`src/rtl/qpl_client_pkg.sv`:
```
// rtl/qpl_client_pkg.sv - shared geometry, sequencer states and req/rep word helpers
package qpl_client_pkg;
    localparam int LINE_BYTE = 32;
    localparam int LINE_WORD = 4;
    localparam int BLOCK_D   = 128;
    localparam int UDATA_W   = 8;
    localparam int BLOCK_W   = $clog2(BLOCK_D);
    localparam int WORD_W    = $clog2(LINE_WORD);
    localparam int REQ_S     = BLOCK_D * LINE_BYTE;
    localparam int SZ_W      = $clog2(REQ_S) + 1;
    localparam int REQ_W     = UDATA_W + SZ_W;
    localparam int REP_W     = UDATA_W + 2 * BLOCK_W + 1;
    localparam int VADDR_W   = BLOCK_W + WORD_W;
    localparam int CNT_W     = VADDR_W + 1;

    localparam logic [BLOCK_W:0] SIZE_FAIL = '0;

    typedef enum logic [2:0] {
        ST_IDLE,
        ST_REQ,
        ST_WAIT_REP,
        ST_ADDR,
        ST_DEALLOC,
        ST_WAIT_DREP,
        ST_DONE
    } state_t;

    function automatic logic [REQ_W-1:0] pack_req(input logic [UDATA_W-1:0] udata,
                                                  input logic [SZ_W-1:0]    bytes);
        return {udata, bytes};
    endfunction

    function automatic logic [REP_W-1:0] pack_rep(input logic [UDATA_W-1:0] udata,
                                                  input logic [BLOCK_W:0]   size_lines,
                                                  input logic [BLOCK_W-1:0] base);
        return {udata, size_lines, base};
    endfunction

    function automatic logic [UDATA_W-1:0] rep_udata(input logic [REP_W-1:0] rep);
        return rep[REP_W-1 -: UDATA_W];
    endfunction

    function automatic logic [BLOCK_W:0] rep_size(input logic [REP_W-1:0] rep);
        return rep[2*BLOCK_W:BLOCK_W];
    endfunction

    function automatic logic [BLOCK_W-1:0] rep_base(input logic [REP_W-1:0] rep);
        return rep[BLOCK_W-1:0];
    endfunction
endpackage

```
`src/rtl/qpl_client_seq_if.sv`:
```
// rtl/qpl_client_seq_if.sv - command, allocator and translator channels of one client
interface qpl_client_seq_if;
    import qpl_client_pkg::*;

    logic               i_cmd_vld;
    logic [SZ_W-1:0]    i_cmd_bytes;
    logic [UDATA_W-1:0] i_cmd_udata;
    logic               o_cmd_rdy;

    logic               o_req_alloc_vld;
    logic [REQ_W-1:0]   o_req_alloc_data;
    logic               i_req_alloc_rdy;
    logic               i_rep_alloc_vld;
    logic [REP_W-1:0]   i_rep_alloc_data;
    logic               o_rep_alloc_rdy;

    logic               o_req_dealloc_vld;
    logic [REP_W-1:0]   o_req_dealloc_data;
    logic               i_req_dealloc_rdy;
    logic               i_rep_dealloc_vld;
    logic [REP_W-1:0]   i_rep_dealloc_data;
    logic               o_rep_dealloc_rdy;

    logic               o_base_vld;
    logic [VADDR_W-1:0] o_base_data;
    logic [BLOCK_W-1:0] o_base_user;
    logic               o_base_last;
    logic               i_base_rdy;

    logic               o_done;
    logic               o_fail;
    logic [UDATA_W-1:0] o_done_udata;
    logic               o_busy;

    modport master (
        input  i_cmd_vld, i_cmd_bytes, i_cmd_udata,
        output o_cmd_rdy,
        output o_req_alloc_vld, o_req_alloc_data,
        input  i_req_alloc_rdy, i_rep_alloc_vld, i_rep_alloc_data,
        output o_rep_alloc_rdy,
        output o_req_dealloc_vld, o_req_dealloc_data,
        input  i_req_dealloc_rdy, i_rep_dealloc_vld, i_rep_dealloc_data,
        output o_rep_dealloc_rdy,
        output o_base_vld, o_base_data, o_base_user, o_base_last,
        input  i_base_rdy,
        output o_done, o_fail, o_done_udata, o_busy
    );

    modport slave (
        output i_cmd_vld, i_cmd_bytes, i_cmd_udata,
        input  o_cmd_rdy,
        input  o_req_alloc_vld, o_req_alloc_data,
        output i_req_alloc_rdy, i_rep_alloc_vld, i_rep_alloc_data,
        input  o_rep_alloc_rdy,
        input  o_req_dealloc_vld, o_req_dealloc_data,
        output i_req_dealloc_rdy, i_rep_dealloc_vld, i_rep_dealloc_data,
        input  o_rep_dealloc_rdy,
        input  o_base_vld, o_base_data, o_base_user, o_base_last,
        output i_base_rdy,
        input  o_done, o_fail, o_done_udata, o_busy
    );
endinterface

```
`src/rtl/qpl_burst_gen.sv`:
```
// rtl/qpl_burst_gen.sv - walks every word offset of one allocation on the base channel
module qpl_burst_gen
    import qpl_client_pkg::*;
(
    input  logic               i_clk,
    input  logic               i_rst,
    input  logic               i_start,
    input  logic [BLOCK_W:0]   i_size_lines,
    input  logic [BLOCK_W-1:0] i_base,
    input  logic               i_rdy,
    output logic               o_vld,
    output logic [VADDR_W-1:0] o_data,
    output logic [BLOCK_W-1:0] o_user,
    output logic               o_last,
    output logic               o_done
);
    logic             r_active;
    logic [CNT_W-1:0] r_cnt;
    logic [CNT_W-1:0] w_last_cnt;
    logic             w_fire;

    // One extra counter bit lets a full block (2^VADDR_W beats) end without wrapping.
    assign w_last_cnt = CNT_W'(i_size_lines) * CNT_W'(LINE_WORD) - CNT_W'(1);

    assign o_vld  = r_active;
    assign o_data = r_cnt[VADDR_W-1:0];
    assign o_user = i_base;
    assign o_last = r_active && (r_cnt == w_last_cnt);
    assign w_fire = r_active && i_rdy;
    assign o_done = w_fire && o_last;

    always_ff @(posedge i_clk) begin
        if (i_rst) begin
            r_active <= 1'b0;
            r_cnt    <= '0;
        end else if (i_start) begin
            r_active <= 1'b1;
            r_cnt    <= '0;
        end else if (w_fire) begin
            if (o_last) begin
                r_active <= 1'b0;
            end else begin
                r_cnt <= r_cnt + CNT_W'(1);
            end
        end
    end
endmodule

```
`src/rtl/qpl_client_seq.sv`:
```
// rtl/qpl_client_seq.sv - single-channel alloc / address-walk / dealloc sequencer
module qpl_client_seq
    import qpl_client_pkg::*;
(
    input  logic             i_clk,
    input  logic             i_rst,
    qpl_client_seq_if.master io_bus
);
    state_t             r_state;
    state_t             w_state_nxt;
    logic [SZ_W-1:0]    r_bytes;
    logic [UDATA_W-1:0] r_udata;
    logic [REP_W-1:0]   r_rep;
    logic               r_fail;
    logic               w_cmd_bad;
    logic               w_rep_fail;
    logic               w_burst_start;
    logic               w_burst_done;

    assign w_cmd_bad     = (io_bus.i_cmd_bytes == '0) || (io_bus.i_cmd_bytes > SZ_W'(REQ_S));
    assign w_rep_fail    = (rep_size(io_bus.i_rep_alloc_data) == SIZE_FAIL);
    assign w_burst_start = (r_state == ST_WAIT_REP) && io_bus.i_rep_alloc_vld && !w_rep_fail;

    always_comb begin
        w_state_nxt = r_state;
        case (r_state)
            ST_IDLE:      if (io_bus.i_cmd_vld)         w_state_nxt = w_cmd_bad ? ST_DONE : ST_REQ;
            ST_REQ:       if (io_bus.i_req_alloc_rdy)   w_state_nxt = ST_WAIT_REP;
            ST_WAIT_REP:  if (io_bus.i_rep_alloc_vld)   w_state_nxt = w_rep_fail ? ST_DONE : ST_ADDR;
            ST_ADDR:      if (w_burst_done)             w_state_nxt = ST_DEALLOC;
            ST_DEALLOC:   if (io_bus.i_req_dealloc_rdy) w_state_nxt = ST_WAIT_DREP;
            ST_WAIT_DREP: if (io_bus.i_rep_dealloc_vld) w_state_nxt = ST_DONE;
            ST_DONE:                                    w_state_nxt = ST_IDLE;
            default:                                    w_state_nxt = ST_IDLE;
        endcase
    end

    // r_fail is only observed in DONE; the successful path leaves it at 0 from the reply check.
    always_ff @(posedge i_clk) begin
        if (i_rst) begin
            r_state <= ST_IDLE;
            r_bytes <= '0;
            r_udata <= '0;
            r_rep   <= '0;
            r_fail  <= 1'b0;
        end else begin
            r_state <= w_state_nxt;
            if ((r_state == ST_IDLE) && io_bus.i_cmd_vld) begin
                r_bytes <= io_bus.i_cmd_bytes;
                r_udata <= io_bus.i_cmd_udata;
                r_fail  <= w_cmd_bad;
            end
            if ((r_state == ST_WAIT_REP) && io_bus.i_rep_alloc_vld) begin
                r_rep  <= io_bus.i_rep_alloc_data;
                r_fail <= w_rep_fail;
            end
        end
    end

    assign io_bus.o_cmd_rdy          = (r_state == ST_IDLE);
    assign io_bus.o_req_alloc_vld    = (r_state == ST_REQ);
    assign io_bus.o_req_alloc_data   = pack_req(r_udata, r_bytes);
    assign io_bus.o_rep_alloc_rdy    = (r_state == ST_WAIT_REP);
    assign io_bus.o_req_dealloc_vld  = (r_state == ST_DEALLOC);
    assign io_bus.o_req_dealloc_data = r_rep;
    assign io_bus.o_rep_dealloc_rdy  = (r_state == ST_WAIT_DREP);
    assign io_bus.o_done             = (r_state == ST_DONE);
    assign io_bus.o_fail             = (r_state == ST_DONE) && r_fail;
    assign io_bus.o_done_udata       = r_udata;
    assign io_bus.o_busy             = (r_state != ST_IDLE);

    qpl_burst_gen u_burst (
        .i_clk        (i_clk),
        .i_rst        (i_rst),
        .i_start      (w_burst_start),
        .i_size_lines (rep_size(r_rep)),
        .i_base       (rep_base(r_rep)),
        .i_rdy        (io_bus.i_base_rdy),
        .o_vld        (io_bus.o_base_vld),
        .o_data       (io_bus.o_base_data),
        .o_user       (io_bus.o_base_user),
        .o_last       (io_bus.o_base_last),
        .o_done       (w_burst_done)
    );
endmodule
```
`src/flat_wrapper.sv`:
```
// flat-port wrapper written by rule: the top's interface ports become plain ports
module qpl_client_seq_flat import qpl_client_pkg::*;
  (i_clk, i_rst, io_bus_i_cmd_vld, io_bus_i_cmd_bytes, io_bus_i_cmd_udata, io_bus_o_cmd_rdy, io_bus_o_req_alloc_vld, io_bus_o_req_alloc_data, io_bus_i_req_alloc_rdy, io_bus_i_rep_alloc_vld, io_bus_i_rep_alloc_data, io_bus_o_rep_alloc_rdy, io_bus_o_req_dealloc_vld, io_bus_o_req_dealloc_data, io_bus_i_req_dealloc_rdy, io_bus_i_rep_dealloc_vld, io_bus_i_rep_dealloc_data, io_bus_o_rep_dealloc_rdy, io_bus_o_base_vld, io_bus_o_base_data, io_bus_o_base_user, io_bus_o_base_last, io_bus_i_base_rdy, io_bus_o_done, io_bus_o_fail, io_bus_o_done_udata, io_bus_o_busy);
  qpl_client_seq_if io_bus_i ();
  input  logic i_clk;
  input  logic i_rst;
  input wire logic [$bits(io_bus_i.i_cmd_vld)-1:0] io_bus_i_cmd_vld;
  input wire logic [$bits(io_bus_i.i_cmd_bytes)-1:0] io_bus_i_cmd_bytes;
  input wire logic [$bits(io_bus_i.i_cmd_udata)-1:0] io_bus_i_cmd_udata;
  output wire logic [$bits(io_bus_i.o_cmd_rdy)-1:0] io_bus_o_cmd_rdy;
  output wire logic [$bits(io_bus_i.o_req_alloc_vld)-1:0] io_bus_o_req_alloc_vld;
  output wire logic [$bits(io_bus_i.o_req_alloc_data)-1:0] io_bus_o_req_alloc_data;
  input wire logic [$bits(io_bus_i.i_req_alloc_rdy)-1:0] io_bus_i_req_alloc_rdy;
  input wire logic [$bits(io_bus_i.i_rep_alloc_vld)-1:0] io_bus_i_rep_alloc_vld;
  input wire logic [$bits(io_bus_i.i_rep_alloc_data)-1:0] io_bus_i_rep_alloc_data;
  output wire logic [$bits(io_bus_i.o_rep_alloc_rdy)-1:0] io_bus_o_rep_alloc_rdy;
  output wire logic [$bits(io_bus_i.o_req_dealloc_vld)-1:0] io_bus_o_req_dealloc_vld;
  output wire logic [$bits(io_bus_i.o_req_dealloc_data)-1:0] io_bus_o_req_dealloc_data;
  input wire logic [$bits(io_bus_i.i_req_dealloc_rdy)-1:0] io_bus_i_req_dealloc_rdy;
  input wire logic [$bits(io_bus_i.i_rep_dealloc_vld)-1:0] io_bus_i_rep_dealloc_vld;
  input wire logic [$bits(io_bus_i.i_rep_dealloc_data)-1:0] io_bus_i_rep_dealloc_data;
  output wire logic [$bits(io_bus_i.o_rep_dealloc_rdy)-1:0] io_bus_o_rep_dealloc_rdy;
  output wire logic [$bits(io_bus_i.o_base_vld)-1:0] io_bus_o_base_vld;
  output wire logic [$bits(io_bus_i.o_base_data)-1:0] io_bus_o_base_data;
  output wire logic [$bits(io_bus_i.o_base_user)-1:0] io_bus_o_base_user;
  output wire logic [$bits(io_bus_i.o_base_last)-1:0] io_bus_o_base_last;
  input wire logic [$bits(io_bus_i.i_base_rdy)-1:0] io_bus_i_base_rdy;
  output wire logic [$bits(io_bus_i.o_done)-1:0] io_bus_o_done;
  output wire logic [$bits(io_bus_i.o_fail)-1:0] io_bus_o_fail;
  output wire logic [$bits(io_bus_i.o_done_udata)-1:0] io_bus_o_done_udata;
  output wire logic [$bits(io_bus_i.o_busy)-1:0] io_bus_o_busy;
  assign io_bus_i.i_cmd_vld = io_bus_i_cmd_vld;
  assign io_bus_i.i_cmd_bytes = io_bus_i_cmd_bytes;
  assign io_bus_i.i_cmd_udata = io_bus_i_cmd_udata;
  assign io_bus_o_cmd_rdy = io_bus_i.o_cmd_rdy;
  assign io_bus_o_req_alloc_vld = io_bus_i.o_req_alloc_vld;
  assign io_bus_o_req_alloc_data = io_bus_i.o_req_alloc_data;
  assign io_bus_i.i_req_alloc_rdy = io_bus_i_req_alloc_rdy;
  assign io_bus_i.i_rep_alloc_vld = io_bus_i_rep_alloc_vld;
  assign io_bus_i.i_rep_alloc_data = io_bus_i_rep_alloc_data;
  assign io_bus_o_rep_alloc_rdy = io_bus_i.o_rep_alloc_rdy;
  assign io_bus_o_req_dealloc_vld = io_bus_i.o_req_dealloc_vld;
  assign io_bus_o_req_dealloc_data = io_bus_i.o_req_dealloc_data;
  assign io_bus_i.i_req_dealloc_rdy = io_bus_i_req_dealloc_rdy;
  assign io_bus_i.i_rep_dealloc_vld = io_bus_i_rep_dealloc_vld;
  assign io_bus_i.i_rep_dealloc_data = io_bus_i_rep_dealloc_data;
  assign io_bus_o_rep_dealloc_rdy = io_bus_i.o_rep_dealloc_rdy;
  assign io_bus_o_base_vld = io_bus_i.o_base_vld;
  assign io_bus_o_base_data = io_bus_i.o_base_data;
  assign io_bus_o_base_user = io_bus_i.o_base_user;
  assign io_bus_o_base_last = io_bus_i.o_base_last;
  assign io_bus_i.i_base_rdy = io_bus_i_base_rdy;
  assign io_bus_o_done = io_bus_i.o_done;
  assign io_bus_o_fail = io_bus_i.o_fail;
  assign io_bus_o_done_udata = io_bus_i.o_done_udata;
  assign io_bus_o_busy = io_bus_i.o_busy;
  qpl_client_seq u_core (.i_clk(i_clk), .i_rst(i_rst), .io_bus(io_bus_i));
endmodule
```
`config.mk`:
```
export PLATFORM = sky130hd
export DESIGN_NAME = qpl_client_seq_flat
export DESIGN_NICKNAME = d
export VERILOG_FILES = /design/src/rtl/qpl_client_pkg.sv /design/src/rtl/qpl_client_seq_if.sv /design/src/rtl/qpl_burst_gen.sv /design/src/rtl/qpl_client_seq.sv /design/src/flat_wrapper.sv
export SDC_FILE = /design/constraint.sdc
export NUM_CORES = 1
export LEC_CHECK = 0
export CAP_MARGIN = 20
export CORE_MARGIN = 5
export CORE_UTILIZATION = 42
export CTS_CLUSTER_DIAMETER = 200
export CTS_CLUSTER_SIZE = 20
export DETAILED_ROUTE_END_ITERATION = 12
export PLACE_DENSITY = 0.82
export SETUP_SLACK_MARGIN = 0.3
export SLEW_MARGIN = 20
export SYNTH_ARGS = -nofsm -noshare
export SYNTH_HDL_FRONTEND = slang
export SYNTH_SLANG_ARGS = --single-unit
```
`constraint.sdc`:
```
create_clock -name i_clk -period 7.35 [get_ports i_clk]
set_input_delay 1.47 -clock i_clk [delete_from_list [all_inputs] [get_ports i_clk]]
set_output_delay 1.47 -clock i_clk [all_outputs]
set_load 0.05 [all_outputs]
```
==> results of run 1 <==
[per-stage QoR]
stage | worst slack, ns | util [%] | cell area [um2]
floorplan | 3.48 | - | 2850
global placement | 3.02 | 59.4 | 3990
detailed placement | 2.99 | 59.4 | 3990
CTS | 2.63 | 62.0 | 4170
global route | 2.48 | 62.0 | 4170
finish | 2.61 | 62.0 | 4170
[kinds of logic after synthesis]
family | synth area share (%)
flops | 41.4
mux | 1.10
buf+inv | 10.6
xor+xnor | 3.24
simple gates | 25.6
compound gates | 17.3
fa+ha+maj | 0.877
[report_power, final]
part | internal (W) | total [W] | switching [W] | leakage, nW
sequential | 0.000375 | 0.000432 | 0.0000570 | 0.480
combinational | 0.000234 | 0.000695 | 0.000461 | 0.904
clock | 0.000147 | 0.000265 | 0.000118 | 0.0953
total | 0.000756 | 0.00139 | 0.000637 | 1.48
[placed cells by master, fill, tap and decap left out, drive strengths merged, types with 3 or more instances in the layout]
cell	instances
xnor2	3
clkdlybuf4s50	128
o21ai	11
a211oi	3
inv	10
xor2	5
a21oi	57
nor4	7
or3	5
nand4	5
nand3	8
o211ai	3
nor2	9
dfxtp	59
nand2	102
nand2b	3
or4	5
clkbuf	13
and2	3
nor3	8
o31ai	3
[how the worst max path moves through the flow]
stage	slack [ns]	cells past startpoint	from	to
3_5_place_dp	2.99	8	u_core.io_bus.o_req_dealloc_data[7]$_SDFFE_PP0P_	io_bus_o_base_last
4_1_cts	2.63	8	u_core.io_bus.o_req_dealloc_data[7]$_SDFFE_PP0P_	io_bus_o_base_last
2_1_floorplan	3.48	9	u_core.io_bus.o_req_dealloc_data[7]$_SDFFE_PP0P_	io_bus_o_base_last
3_3_place_gp	3.02	8	u_core.io_bus.o_req_dealloc_data[7]$_SDFFE_PP0P_	io_bus_o_base_last
6_report	2.61	8	u_core.io_bus.o_req_dealloc_data[7]$_SDFFE_PP0P_	io_bus_o_base_last
5_1_grt	2.48	8	u_core.io_bus.o_req_dealloc_data[7]$_SDFFE_PP0P_	io_bus_o_base_last
[critical path: stages (launching register included)]
cell,delay [ns]
dfxtp_1,0.52
inv_1,0.09
ha_1,0.30
or2b_1,0.27
o211a_1,0.12
o31ai_1,0.26
o311ai_2,0.22
inv_2,0.29
clkdlybuf4s50_1,0.87
[state kept, by name, summed over array words and instances, names as in the netlist]
register,count
u_core.io_bus.o_req_dealloc_data,23
u_core.r_bytes,13
u_core.u_burst.r_cnt,10
u_core.io_bus.o_done_udata,8
u_core.r_state,3
u_core.r_fail,1
u_core.u_burst.o_vld,1
[metal layers]
metal | global-route usage, % | part of all wire (%) | vias to the layer above
met5 | 0 | 0 | -
met4 | 7.30 | 1.7 | 0
met3 | 6.26 | 8.4 | 14
met2 | 33.2 | 51 | 112
met1 | 20.9 | 39 | 1343
li1 | - | - | 1456
[final cells by class]
cell class,count,area [um2]
Tap cell,80,100
Clock inverter,2,10.0
Sequential cell,59,1180
Clock buffer,13,169
Timing Repair Buffer,130,1290
Multi-Input combinational cell,262,1380
Fill cell,599,2550
Inverter,10,37.5
==> qor.csv, run 1 <==
metric;value;unit
via_count;2925;
rsz0062_at_grt;no;
min_path_cells;2;
postSynthAreaPerCell;7.61;um2
grt-ovfl-total;0;
clock_skew;0.00916;ns
portBuffers;129;
crit_type;reg -> out;
r2r-end;u_core.r_state[0]$_SDFFE_PP0P_;
routedWlPerCell;14.6;um
grt_usage;18.8;%
num_io_pins;153;
htree_levels;3;
clock_path_buffers;2;
crit_path_start_kind;register;
maxCapViolCount;0;
gp_congestion;0.849;
initial_utilization;42.5;%
power_density;334;nW/um2
r2r_cells;9;
syn_nets;452;
drtIter0Drc;120;
cp.required;5.88;ns
regToRegSetupSlack;4.68;ns
layout-drive-gt1-share;4.83;%
nets;549;
final-max-slew-violation-count;0;
yosys-top-cells-area;dfxtp_1 (41%), nand2_1 (13%), a21oi_1 (10%);
yosys_warnings;0;
hold_path.class;reg -> reg;
finalWirelength;8120;um
dieArea;8540;um2
finalSetupViolCount;0;
yosys_register_bits;59;
status;finished clean;
vdd_drop_max;0.195;mV
synth_ff_type;dfxtp_1;
grt_first_pass_wirelength;13200;um
postCtsSetupRepairBufs;0;
path_clk_slew;0.06;ns
cts_tree;built;
ys_seq_area_share;41.4;%
leakage;1.48;nW
drc;0;
hold_end;u_core.io_bus.o_req_dealloc_data[22]$_SDFFE_PP0P_;
die_y;92.4;um
die_w;92.4;um
hp-start;u_core.io_bus.o_req_dealloc_data[22]$_SDFFE_PP0P_;
via_per_inst;5.26;
clk_latency;0.33;ns
finalPower;0.00139;W
synth_cells;375;
fin_crit;4.74;ns
dr.pass1.iters;4;
synth_area;2850;um2
antennaDiodeCount;0;
synth_largest_area_cell;dfxtp_1;
cts_root_buffer;clkbuf_8;
yosys.cell_types.count;45;
r2r-start;u_core.io_bus.o_req_dealloc_data[7]$_SDFFE_PP0P_;
grt_max_degree;51;
synthArstFlopShare;0;%
tightestPinTransition;0.885;ns
hpwl;5980;um
core-area;6720;um2
setup-tns-final;0;ns
synthTopCellsByCount;nand2_1 (102), dfxtp_1 (59), a21oi_1 (57), buf_4 (24), clkbuf_1 (17);
hold_viol_final;0;
synth_top_area_share;41.4;%
path_max_fanout;22;
ant_nets;0;
holdWs;0.455;ns
grt_pass1_vias;2816;
syn2layout_area_growth;46.0;%
end_kind;primary output;
fmax;0.211;GHz
synth_edf_count;0;
antenna_found_initial;0;
period_share;64.5;%
cts_hold_buf;0;
stdcell_count;556;
rows;30;
cts_resized;0;
critical_path_arrival;3.27;ns
numCtsBuffers;9;
yosysMostFrequentCell;nand2_1;
dp_cells;541;
clock_sinks;59;
relSlewSlack;41.0;%
Note: power is estimated with default switching activity, not from simulation.
==> run 2, diff against run 1 <==
CORE_UTILIZATION = 35   (was 42)
PLACE_DENSITY = 0.73   (was 0.82)
clock period = 4 ns   (was 7.35 ns; I/O delays follow)
==> run 2 against run 1 <==
  * Worst hold slack got worse by 0.0024 ns
  * Sequential share of layout area shrank 0.93 points
  * Final area up 3.4%
  * Critical endpoint unchanged
  * Die area is 18% higher
  * Register-to-register slack lost 3.3 ns
==> qor.csv, run 2 (synthesis gave the netlist of run 1 again) <==
metric;value;unit;change
die_w;100;um;was 92.4 um
p_clk_share;26.5;%;was 19.1%
path_clk_slew;0.06;ns;about the same
num_io_pins;153;;unchanged
setup-tns-final;0;ns;unchanged
rows;33;;was 30
power_density;656;nW/um2;was 334 nW/um2
power_frac_seq;27.9;%;was 31.0%
final_common_cell;clkdlybuf4s50_1;;unchanged
clk_latency;0.33;ns;about the same
clock_skew;0.00581;ns;was 0.00916 ns
critical_path_arrival;2.72;ns;was 3.27 ns
holdWs;0.452;ns;was 0.455 ns
grt_pass1_vias;2876;;was 2,816
hold_viol_final;0;;unchanged
drc;0;;unchanged
nets;551;;was 549
p_sw_share;42.2;%;was 45.7%
leakage;1.54;nW;was 1.48 nW
clock_sinks;59;;unchanged
drtIter0Drc;101;;was 120
final-max-slew-violation-count;0;;unchanged
htree_levels;3;;unchanged
gp_congestion;0.873;;was 0.849
crit_type;reg -> out;;unchanged
largest_reg_flops;23;;unchanged
clock_path_buffers;2;;unchanged
antenna_found_initial;0;;unchanged
syn2layout_area_growth;51.0;%;was 46.0%
cp.required;3.20;ns;was 5.88 ns
hpwl;6130;um;was 5980 um
portBuffers;129;;unchanged
end_kind;primary output;;unchanged
core-area;8090;um2;was 6720 um2
dr.pass1.iters;4;;unchanged
period_share;88.0;%;
grt_first_pass_wirelength;13700;um;was 13,200 um
cts_tree;built;;unchanged
finalWirelength;8380;um;was 8120 um
dieArea;10100;um2;was 8540 um2
grt_max_degree;51;;unchanged
grt-ovfl-total;0;;unchanged
finalPower;0.00283;W;was 0.00139 W
rsz0062_at_grt;no;;unchanged
tightestPinTransition;0.925;ns;was 0.885 ns
routedWlPerCell;14.4;um;was 14.6 um
ant_nets;0;;unchanged
utilization;53.2;%;was 62.0%
path_max_fanout;8;;was 22
hold_path.class;reg -> reg;;unchanged
antennaDiodeCount;0;;unchanged
finalSetupViolCount;0;;unchanged
fin_crit;3.52;ns;
fmax;0.284;GHz;
p_sw;0.00119;W;was 0.000637 W
mostFrequentLayoutCells;clkdlybuf4s50_1 (127), nand2_1 (102), dfxtp_1 (59), a21oi_1 (57), clkbuf_8 (11);;was clkdlybuf4s50_1 (128), nand2_1 (102), dfxtp_1 (59), a21oi_1 (57), clkbuf_8 (12)
layout-drive-gt1-share;5.43;%;was 4.83%
grt_usage;16.9;%;was 18.8%
initial_utilization;35.3;%;was 42.5%
maxCapViolCount;0;;unchanged
die_y;100;um;was 92.4 um
via_per_inst;4.98;;was 5.26
relSlewSlack;38.3;%;was 41.0%
cts_root_buffer;clkbuf_8;;unchanged
status;finished clean;;unchanged
numCtsBuffers;9;;unchanged
vdd_drop_max;0.545;mV;was 0.195 mV
p_comb_share;45.6;%;was 49.9%
p_int;0.00163;W;was 0.000756 W
via_count;2907;;was 2,925
crit_path_start_kind;register;;unchanged
-- run 2: cell count changes in the layout (fill, tap and decap cells not counted), sizes merged --
cell,previous run,this run
buf,2,4
bufinv,0,4
clkbuf,13,12
clkdlybuf4s50,128,127
clkinv,2,0
dlygate4sd2,0,1
-- run 2: cell type report --
type	instances	area, um2
Inverter	10	37.5
Clock inverter	4	120
Timing Repair Buffer	132	1310
Sequential cell	59	1180
Tap cell	105	131
Clock buffer	12	155
Fill cell	800	3780
Multi-Input combinational cell	262	1380
-- run 2: path summary, 6_finish.rpt --
| path | from | to | slack, ns | cells after the start |
|---|---|---|---|---|
| setup reg to reg | u_core.io_bus.o_req_dealloc_data[7]$_SDFFE_PP0P_ | u_core.r_state[0]$_SDFFE_PP0P_ | 1.38 | 10 |
| setup / recovery | u_core.io_bus.o_req_dealloc_data[7]$_SDFFE_PP0P_ | io_bus_o_base_last | 0.48 | 8 |
| hold reg to reg | u_core.r_bytes[6]$_SDFFE_PP0P_ | u_core.r_bytes[6]$_SDFFE_PP0P_ | 0.45 | 2 |
| hold / removal | u_core.r_bytes[6]$_SDFFE_PP0P_ | u_core.r_bytes[6]$_SDFFE_PP0P_ | 0.45 | 2 |
-- run 2: through the flow --
| step | instance area, um2 | setup WS (ns) | std cells |
|---|---|---|---|
| final | 4310 | 0.479 | 584 |
| after global placement | 4040 | 0.604 | 568 |
| after floorplan | 2850 | 0.799 | 375 |
| after CTS | 4310 | 0.496 | 584 |
| after global routing | 4310 | 0.333 | 584 |
| after detailed placement | 4040 | 0.598 | 568 |
-- run 2: timing repair --
item	in CTS	in global routing
buffers inserted	0	0
endpoints found under the setup margin	1	0
gates resized for setup	1	0
hold buffers	0	0
-- run 2: critical path, cell delays in order, from the launching register on --
cell and delay [ns]:
dfxtp_1 0.49, inv_1 0.08, ha_1 0.30, or2b_1 0.27, o211a_1 0.12, o31ai_1 0.28, o311ai_2 0.22, inv_2 0.10
dlygate4sd2_1 0.53
-- run 2: power groups by stage --
stage               clock network (W)  registers [W]  logic, W
floorplan                           0        0.00105  0.000655
global placement                    0       0.000798   0.00128
detailed placement                  0       0.000802   0.00129
CTS                          0.000763       0.000790   0.00130
global route                 0.000792       0.000809   0.00138
finish                       0.000749       0.000789   0.00129
-- run 2: layer usage --
layer  track usage [%]  vias to the layer above  wire, um
met5                 0                        -         0
met3              6.81                        8       847
li1                  -                     1459         -
met2              28.2                      107      4030
met4              6.22                        0        84
met1              19.3                     1333      3420
